**config.mk**
```make
export PLATFORM = sky130hd
export DESIGN_NAME = posit_div_core
export DESIGN_NICKNAME = d
export VERILOG_FILES = /design/src/rtl/posit_div_core.sv
export SDC_FILE = /design/constraint.sdc
export NUM_CORES = 1
export LEC_CHECK = 0
export CAP_MARGIN = 10
export CORE_ASPECT_RATIO = 1.2
export CORE_UTILIZATION = 57
export DETAILED_ROUTE_END_ITERATION = 7
export DONT_BUFFER_PORTS = 1
export HOLD_SLACK_MARGIN = 0.08
export PLACE_DENSITY = 0.85
export SKIP_LAST_GASP = 1
export SLEW_MARGIN = 20
export SYNTH_ARGS = -nofsm -noshare
export SYNTH_HDL_FRONTEND = slang
export SYNTH_SLANG_ARGS = --single-unit
```
**constraint.sdc**
```tcl
create_clock -name clk -period 4.2 [get_ports clk]
set_clock_uncertainty 0.05 [all_clocks]
set_input_delay 0.84 -clock clk [delete_from_list [all_inputs] [get_ports clk]]
set_output_delay 0.84 -clock clk [all_outputs]
set_load 0.05 [all_outputs]
```
**src/rtl/posit_div_core.sv**
```systemverilog
// posit_div_core: multi-cycle posit quotient datapath (restoring divide, normalise, RNE round, range clamp)
module posit_div_core #(
    parameter int N      = 32,
    parameter int ES     = 3,
    parameter int K_BITS = 6
) (
    input  logic              clk,
    input  logic              rst,
    input  logic              start,
    input  logic              sign_a,
    input  logic              sign_b,
    input  logic [K_BITS-1:0] k_a,
    input  logic [K_BITS-1:0] k_b,
    input  logic [ES-1:0]     exp_a,
    input  logic [ES-1:0]     exp_b,
    input  logic [N-1:0]      mant_a,
    input  logic [N-1:0]      mant_b,
    input  logic              zero_a,
    input  logic              nar_a,
    input  logic              zero_b,
    input  logic              nar_b,
    output logic              sign_out,
    output logic [K_BITS-1:0] k_out,
    output logic [ES-1:0]     exp_out,
    output logic [N-1:0]      mant_out,
    output logic              zero_out,
    output logic              nar_out,
    output logic              ovf,
    output logic              unf,
    output logic              busy,
    output logic              done
);
    localparam int SW = K_BITS + ES + 1;
    localparam int CW = $clog2(N + 2);
    localparam logic signed [SW-1:0] S_MAX = SW'((2**(K_BITS-1) - 1) * (2**ES) - 1);
    localparam logic signed [SW-1:0] S_MIN = SW'(-((2**(K_BITS-1) - 1) * (2**ES)));
    localparam logic [K_BITS-1:0] K_MAX = K_BITS'(2**(K_BITS-1) - 2);
    localparam logic [K_BITS-1:0] K_MIN = K_BITS'(-(2**(K_BITS-1) - 1));
    localparam logic [N-1:0] HID = {1'b1, {(N-1){1'b0}}};

    typedef enum logic [2:0] {IDLE, DIV, NORM, ROUND, DONE} state_t;
    state_t state, state_n;

    logic                 sign_q, g, s;
    logic signed [SW-1:0] scale, sc_r;
    logic [N:0]           r, r_sub, m_inc;
    logic [N+1:0]         q;
    logic [N-1:0]         b_m, m, m_r;
    logic [CW-1:0]        cnt;
    logic                 special, ge, inc, c;

    always_comb begin
        special = nar_a | nar_b | zero_b | zero_a;
        ge      = r >= {1'b0, b_m};
        r_sub   = ge ? r - {1'b0, b_m} : r;
        inc     = g & (s | m[0]);
        m_inc   = {1'b0, m} + (N+1)'(inc);
        c       = m_inc[N];
        m_r     = c ? HID : m_inc[N-1:0];
        sc_r    = scale + SW'(c);
    end

    always_comb begin
        state_n = state;
        case (state)
            IDLE:    state_n = start ? (special ? DONE : DIV) : IDLE;
            DIV:     state_n = (cnt == CW'(N + 1)) ? NORM : DIV;
            NORM:    state_n = ROUND;
            ROUND:   state_n = DONE;
            default: state_n = IDLE;
        endcase
        busy = state != IDLE;
        done = state == DONE;
    end

    always_ff @(posedge clk) state <= rst ? IDLE : state_n;

    always_ff @(posedge clk) begin
        if (rst) begin
            {sign_out, k_out, exp_out, mant_out, zero_out, nar_out, ovf, unf} <= '0;
            {sign_q, g, s, scale, r, q, b_m, m, cnt} <= '0;
        end else begin
            case (state)
                IDLE: if (start) begin
                    {sign_out, k_out, exp_out, mant_out, zero_out, nar_out, ovf, unf} <= '0;
                    // NaR dominates zero: 0/0 and NaR/0 are both NaR
                    nar_out  <= nar_a | nar_b | zero_b;
                    zero_out <= !(nar_a | nar_b | zero_b) & zero_a;
                    sign_q   <= sign_a ^ sign_b;
                    scale    <= $signed({k_a[K_BITS-1], k_a, exp_a}) - $signed({k_b[K_BITS-1], k_b, exp_b});
                    r        <= {1'b0, mant_a};
                    b_m      <= mant_b;
                    q        <= '0;
                    cnt      <= '0;
                end
                DIV: begin
                    r   <= {r_sub[N-1:0], 1'b0};
                    q   <= {q[N:0], ge};
                    cnt <= cnt + 1'b1;
                end
                NORM: begin
                    m     <= q[N+1] ? q[N+1:2] : q[N:1];
                    g     <= q[N+1] ? q[1] : q[0];
                    s     <= (q[N+1] & q[0]) | (r != '0);
                    scale <= q[N+1] ? scale : scale - SW'(1);
                end
                ROUND: begin
                    sign_out <= sign_q;
                    ovf      <= sc_r > S_MAX;
                    unf      <= sc_r < S_MIN;
                    k_out    <= sc_r > S_MAX ? K_MAX : sc_r < S_MIN ? K_MIN : K_BITS'(sc_r >>> ES);
                    exp_out  <= (sc_r > S_MAX || sc_r < S_MIN) ? '0 : sc_r[ES-1:0];
                    mant_out <= (sc_r > S_MAX || sc_r < S_MIN) ? HID : m_r;
                end
                default: ;
            endcase
        end
    end
endmodule

```
# [Word level (Yosys, flattened, before mapping)]
# Cells that the tools add are included.
[totals] reg_bits=199 latchBits=0 mem_bits_rw=0 romBits=0 in_bits=91 out_inout_bits=48 wordCells=85 memories=0
[classes] addsub=6 mul=0 div_mod_pow=0 n_lt_le_gt_ge=3 n_eq_ne=7 shift=0 muxes=30 n_bitwise=9 n_reduce_logical=12
[ops] cell="$mux 32" n=5
[ops] cell="$pmux 34 s2" n=1
[ops] cell="$pmux 33 s2" n=1
[ops] cell="$pmux 32 s2" n=1
[ops] cell="$mux 34" n=1
[ops] cell="$add 32x1->33" n=1
[ops] cell="$ge 33x32->1" n=1
[ops] cell="$mux 33" n=1
[ops] cell="$reduce_bool 33->1" n=1
[ops] cell="$sub 32x32->32" n=1
[ops] cell="$pmux 6 s2" n=2
[ops] cell="$mux 10" n=2
[ops] cell="$pmux 10 s2" n=1
[ops] cell="$mux 6" n=3
[ops] cell="$mux 3" n=4
[ops] cell="$pmux 3 s4" n=1
[ops] cell="$add 10x1->10" n=1
[ops] cell="$gt 10x9->1 const B" n=1
[ops] cell="$lt 10x9->1 const B" n=1
[ops] cell="$sub 10x2->10 const B" n=1
[ops] cell="$sub 9x9->10" n=1
[ops] cell="$add 6x1->6 const B" n=1
[ops] cell="$eq 3x2->1 const B" n=2
[ops] cell="$eq 6x6->1 const B" n=1
[ops] cell="17 further kinds" n=31

# [Depth between registers and ports, before layout]
[logic_depth] ltp_word=8 depth_mapped=21 mapped_depth_nobuf=19

# [Worst setup path after synthesis]
# No wires, ideal clock.
[synth_path] path_kind="register -> register" start="register m[0]" end="register mant_out[23]" setup_time_ns=0.074 t_arrival_ns=3.794 required_time_ns=4.076 slack_ns=0.281 stages_incl_launch_ff=22 path_buffers=2 synth_period_minus_slack_ns=3.919 cell_sequence="dfxtp_1 o21a_1 ha_1 ha_1 nand3_2 nor4_4 and3_1 and2b_2 nand3_4 nor3_2 ha_1 nand3_4 nor3_1 or4_1 a21oi_1 o21ai_4 nand2_1 nor2b_4 nand2_1 buf_4 buf_6 o21ai_0"
[synth_between] elab_chain_cells=8 elab_cells_between_ends=10 classes_between="add/sub (2); order compare (2); mux (3); bitwise (2); reduce/logical (1)"
[synth_rtl] item="from (decl)" line="48" source="logic [N-1:0] b_m, m, m_r;"
[synth_rtl] item="from (signal assigned)" line="102" source="m <= q[N+1] ? q[N+1:2] : q[N:1];"
[synth_rtl] item="$or 1x1->1" line="56" source="inc = g & (s | m[0]);"
[synth_rtl] item="$and 1x1->1" line="56"
[synth_rtl] item="$add 32x1->33 (*)" line="57" source="m_inc = {1'b0, m} + (N+1)'(inc);"
[synth_rtl] item="$add 10x1->10" line="60" source="sc_r = scale + SW'(c);"
[synth_rtl] item="$gt 10x9->1 / $lt 10x9->1 (equally long branches)" line="113" source="mant_out <= (sc_r > S_MAX || sc_r < S_MIN) ? HID : m_r;"
[synth_rtl] item="$logic_or 1x1->1" line="113"
[synth_rtl] item="$mux 32 (*)" line="113"
[synth_rtl] item="$pmux 32 s2 (*)" line="83" source="case (state)"
[synth_rtl] item="to (signal assigned)" line="113"
[synth_rtl] item="to (decl)" line="25" source="output logic [N-1:0] mant_out,"
# Mark *: on every way between the ends. The rest lies on a longest branch, timed or not.
# A chain may end at the register's enable or synchronous reset.

# [Worst setup path after layout]
[layout_path] start="register m[0]" end="register mant_out[20]"
# Same word-level chain as after synthesis.

==> impl_metrics.prom <==
# TYPE chip_impl_metric gauge
chip_impl_info{name="yosysTopAreaCell",value="sky130_fd_sc_hd__dfxtp_1"} 1
chip_impl_metric{name="ports_placed_on_the_boundary",unit=""} 139
chip_impl_metric{name="antennaDiodeCount",unit=""} 0
chip_impl_metric{name="syn-cell-area",unit="µm²"} 11200
chip_impl_metric{name="max-vdd-ir-drop",unit="V"} 0.000317
chip_impl_info{name="synth_top_cells_by_area",value="sky130_fd_sc_hd__dfxtp_1 (35%), sky130_fd_sc_hd__nand2_1 (8.1%), sky130_fd_sc_hd__a21oi_1 (5.9%)"} 1
chip_impl_metric{name="coreArea",unit="µm²"} 19100
chip_impl_metric{name="clockBufferDepth",unit=""} 2
chip_impl_metric{name="required_time_at_the_endpoint_of_the_critical_path",unit="ns"} 4.52
chip_impl_metric{name="route.detailed.wl_per_inst",unit="µm"} 16.4
chip_impl_metric{name="clock_buffers_created_by_tritoncts",unit=""} 17
chip_impl_metric{name="synthToLayoutAreaGrowth",unit="%"} 6.97
chip_impl_info{name="critical_path.startpoint_type",value="flip-flop"} 1
chip_impl_metric{name="hold_buffers",unit=""} 0
chip_impl_metric{name="layout_min_cycle_time",unit="ns"} 4.00
chip_impl_info{name="status",value="finished clean"} 1
chip_impl_info{name="hp-class",value="flip-flop to flip-flop"} 1
chip_impl_metric{name="start_util",unit="%"} 58.9
chip_impl_metric{name="syn_avg_cell_area",unit="µm²"} 7.79
chip_impl_metric{name="fill_cells",unit=""} 1668
chip_impl_info{name="timing.critical_path.to_type",value="flip-flop"} 1
chip_impl_info{name="worst-setup-path-type",value="flip-flop to flip-flop"} 1
chip_impl_metric{name="die_width",unit="µm"} 130
chip_impl_metric{name="grt_max_degree",unit=""} 172
chip_impl_metric{name="total_leakage_power",unit="nW"} 4.30
chip_impl_metric{name="fin_cells",unit=""} 1649
chip_impl_metric{name="synth_async_sr_flop_share",unit="%"} 0
chip_impl_info{name="postSynth.topFlopCell",value="sky130_fd_sc_hd__dfxtp_1"} 1
chip_impl_metric{name="max_slew.worst_pin.slew",unit="ns"} 0.967
chip_impl_info{name="netlist_top_cells_count",value="sky130_fd_sc_hd__nand2_1 (241), sky130_fd_sc_hd__dfxtp_1 (199), sky130_fd_sc_hd__a21oi_1 (133)"} 1
chip_impl_metric{name="number_of_synthesized_flops_with_an_enable_pin",unit=""} 0
chip_impl_info{name="timing.critical_path.slowest_stage_cell",value="sky130_fd_sc_hd__dfxtp_1"} 1
chip_impl_metric{name="drv_slew",unit=""} 0
chip_impl_metric{name="relSlewSlack",unit="%"} 35.2
chip_impl_metric{name="clkTransAtPathRegs",unit="ns"} 0.08
chip_impl_metric{name="antenna_found_initial",unit=""} 0
chip_impl_metric{name="post-route-period-util",unit="%"} 95.1
chip_impl_info{name="synth_most_common_cell",value="sky130_fd_sc_hd__nand2_1"} 1
chip_impl_metric{name="groute.usage.overall",unit="%"} 26.9
chip_impl_metric{name="initialDrtViolationCount",unit=""} 900
chip_impl_metric{name="grt.overflow.total",unit=""} 0
chip_impl_metric{name="cp_num_buf_inv",unit=""} 1
chip_impl_metric{name="postSynthCellCount",unit=""} 1441
chip_impl_metric{name="count_of_vias_placed_by_the_detailed_router",unit=""} 9982
chip_impl_metric{name="grt_pass1_wl",unit="µm"} 43900
chip_impl_metric{name="route.detailed.drc",unit=""} 0
chip_impl_metric{name="die_area",unit="µm²"} 20300
chip_impl_metric{name="drt.antenna.violating_nets",unit=""} 0
chip_impl_metric{name="buffer_ports.inserted",unit=""} 0
chip_impl_metric{name="grt_pass1_vias",unit=""} 9300
chip_impl_metric{name="clk-insertion-delay-late",unit="ns"} 0.45
chip_impl_metric{name="report.final.hold_viol_count",unit=""} 0
chip_impl_info{name="cpLargestDelayFamily",value="simple AND/OR/NAND/NOR gates"} 1
chip_impl_metric{name="dpl.hpwl",unit="µm"} 18500
chip_impl_metric{name="drt_pre_antenna_iters",unit=""} 5
chip_impl_metric{name="synth.net_count",unit=""} 1582
chip_impl_metric{name="nets",unit=""} 1521
chip_impl_metric{name="r2r_slack",unit="ns"} 0.20
chip_impl_info{name="cp_cell_sequence",value="o21a_1 > ha_2 > ha_2 > nand3_2 > nor4_4 > and3_4 > and2b_2 > nand3_4 > nor3_4 > ha_2 > nand2_1 > nor3_2 > nand3_1 > xor2_1 > o21ai_4 > nand2_2 > nor2b_4 > nand2_4 > buf_12 > o21ai_0"} 1
chip_impl_metric{name="synth.top_cell.area_share",unit="%"} 35.5
chip_impl_metric{name="ys_seq_area_share",unit="%"} 35.5
chip_impl_metric{name="fraction_of_layout_cells_with_a_size_suffix_above_1",unit="%"} 7.39
chip_impl_metric{name="place.gp.congestion",unit=""} 0.984
chip_impl_metric{name="fmax",unit="MHz"} 250
chip_impl_metric{name="ys_seq_elements",unit=""} 199
chip_impl_metric{name="chipHeight",unit="µm"} 156
chip_impl_metric{name="power_per_cell_area",unit="nW/µm²"} 391
chip_impl_metric{name="clkSinkCount",unit=""} 199
chip_impl_info{name="cell_mode_on_critical_path",value="sky130_fd_sc_hd__ha_2"} 1
chip_impl_metric{name="fin_hold_ws",unit="ns"} 0.402
chip_impl_metric{name="cts-htree-levels",unit=""} 4
chip_impl_metric{name="row_count",unit=""} 55
chip_impl_metric{name="wirelength",unit="µm"} 27000
chip_impl_metric{name="critPathArrivalTime",unit="ns"} 4.32
chip_impl_metric{name="critical_path_peak_fanout",unit=""} 15
chip_impl_info{name="cts_tree",value="done"} 1
chip_impl_metric{name="peak_per_stage_delay_on_the_critical_path",unit="ns"} 0.37
chip_impl_metric{name="synth_cell_type_count",unit=""} 76
chip_impl_metric{name="max_cap_viol_count",unit=""} 0
chip_impl_metric{name="synth.yosys.warnings",unit=""} 0
chip_impl_metric{name="vias_per_cell",unit=""} 6.05
chip_impl_metric{name="setup-violations-final",unit=""} 0
chip_impl_metric{name="numPlacedInstances",unit=""} 1609
chip_impl_info{name="cts_root_buf",value="sky130_fd_sc_hd__clkbuf_16"} 1
## per-stage QoR
stage / setup TNS [ns] / setup WS, ns / power [mW] / util, % / cell area [µm²]
global route: -0.977 / -0.0634 / 4.90 / 63.0 / 12000
finish: 0 / 0.205 / 4.69 / 63.0 / 12000
global placement: 0 / 0.0771 / 3.04 / 59.1 / 11300
CTS: 0 / 0.0289 / 4.69 / 62.4 / 11900
detailed placement: -1.89 / -0.136 / 3.06 / 59.1 / 11300
floorplan: 0 / 0.281 / 2.88 / - / 11200
## per-layer routing
| layer | wire length (µm) | global-route usage [%] | vias to the layer above |
|---|---|---|---|
| li1 | - | - | 4940 |
| met1 | 11200 | 31.4 | 4711 |
| met2 | 13800 | 48.2 | 278 |
| met3 | 1400 | 4.73 | 53 |
| met4 | 658 | 10.2 | 0 |
| met5 | 0 | 0 | - |
## sequential cells by signal, indices dropped and copies added, names as in the netlist
register  cells
q            34
r            33
b_m          32
m            32
mant_out     32
scale        10
cnt           6
k_out         6
exp_out       3
state         3
g             1
nar_out       1
ovf           1
s             1
sign_out      1
sign_q        1
unf           1
zero_out      1
## path summary, 6_finish.rpt
kind | from | end | cells past startpoint
setup / recovery | m[0] | mant_out[20] | 20
hold / removal | b_m[4] | b_m[4] | 2
setup reg to reg | m[0] | mant_out[20] | 20
hold reg to reg | b_m[4] | b_m[4] | 2
## power breakdown
part,total (mW),internal (mW),switching (mW)
combinational,1.02,0.406,0.619
clock,1.65,0.809,0.840
sequential,2.02,1.94,0.0774
## layout by cell type (no fill, tap or decap), drive strengths merged, types with 3 or more instances in the layout
cell	synthesis	final
inv	62	71
and3	13	13
clkbuf	72	18
xor2	39	39
o21a	6	6
a22oi	5	5
clkinv	0	5
and4	4	4
and2	3	3
ha	48	48
a21o	13	13
o22ai	8	8
xnor2	33	33
nor3b	4	4
dfxtp	199	199
o211ai	10	10
or4	3	3
o21bai	5	5
a31oi	13	13
or3	7	7
mux2i	43	43
nand2b	7	7
a311oi	6	6
nor3	40	40
nand4	16	16
a21oi	135	135
nor2	99	99
o31ai	4	4
a211oi	59	59
a32o	3	3
a31o	10	10
nor2b	14	14
o21ai	75	75
nor4	18	18
nand2	241	241
nand3	64	64
buf	28	19
## layout make-up
cell class,count,area (µm²),area share [%]
clock buffer,17,425,3.54
multi-input combinational,1080,6670,55.5
inverter,62,233,1.94
clock inverter,15,174,1.45
sequential,199,3990,33.2
tap,256,320,2.67
timing repair buffer,20,205,1.71
## repair_timing
action | 4_1_cts | 5_1_grt
hold endpoints to repair | 0 | 0
resized for setup | 5 | 11
setup endpoints to repair | 29 | 37
gates cloned | 0 | 1
pin swaps | 0 | 7
buffers inserted | 1 | 6
## kinds of logic after synthesis
kind of cell               Yosys count  synth area share, %
buffers and inverters              162                 5.91
and+or+nand+nor                    546                 22.8
DFF                                199                 35.5
adders and majority gates           50                 5.71
muxes                               44                 3.93
AOI/OAI and AO/OA                  368                 20.6
xor gates and xnor gates            72                 5.62
## worst register-to-register path: stages (launching register included)
cell                      delay [ns]
sky130_fd_sc_hd__dfxtp_1        0.37
sky130_fd_sc_hd__o21a_1         0.13
sky130_fd_sc_hd__ha_2           0.19
sky130_fd_sc_hd__ha_2           0.20
sky130_fd_sc_hd__nand3_2        0.13
sky130_fd_sc_hd__nor4_4         0.19
sky130_fd_sc_hd__and3_4         0.24
sky130_fd_sc_hd__and2b_2        0.20
sky130_fd_sc_hd__nand3_4        0.12
sky130_fd_sc_hd__nor3_4         0.18
sky130_fd_sc_hd__ha_2           0.23
sky130_fd_sc_hd__nand2_1        0.10
sky130_fd_sc_hd__nor3_2         0.26
sky130_fd_sc_hd__nand3_1        0.15
sky130_fd_sc_hd__xor2_1         0.21
sky130_fd_sc_hd__o21ai_4        0.24
sky130_fd_sc_hd__nand2_2        0.10
sky130_fd_sc_hd__nor2b_4        0.22
sky130_fd_sc_hd__nand2_4        0.10
sky130_fd_sc_hd__buf_12         0.16
sky130_fd_sc_hd__o21ai_0        0.17
No activity file was read; power rests on OpenSTA's default activity.
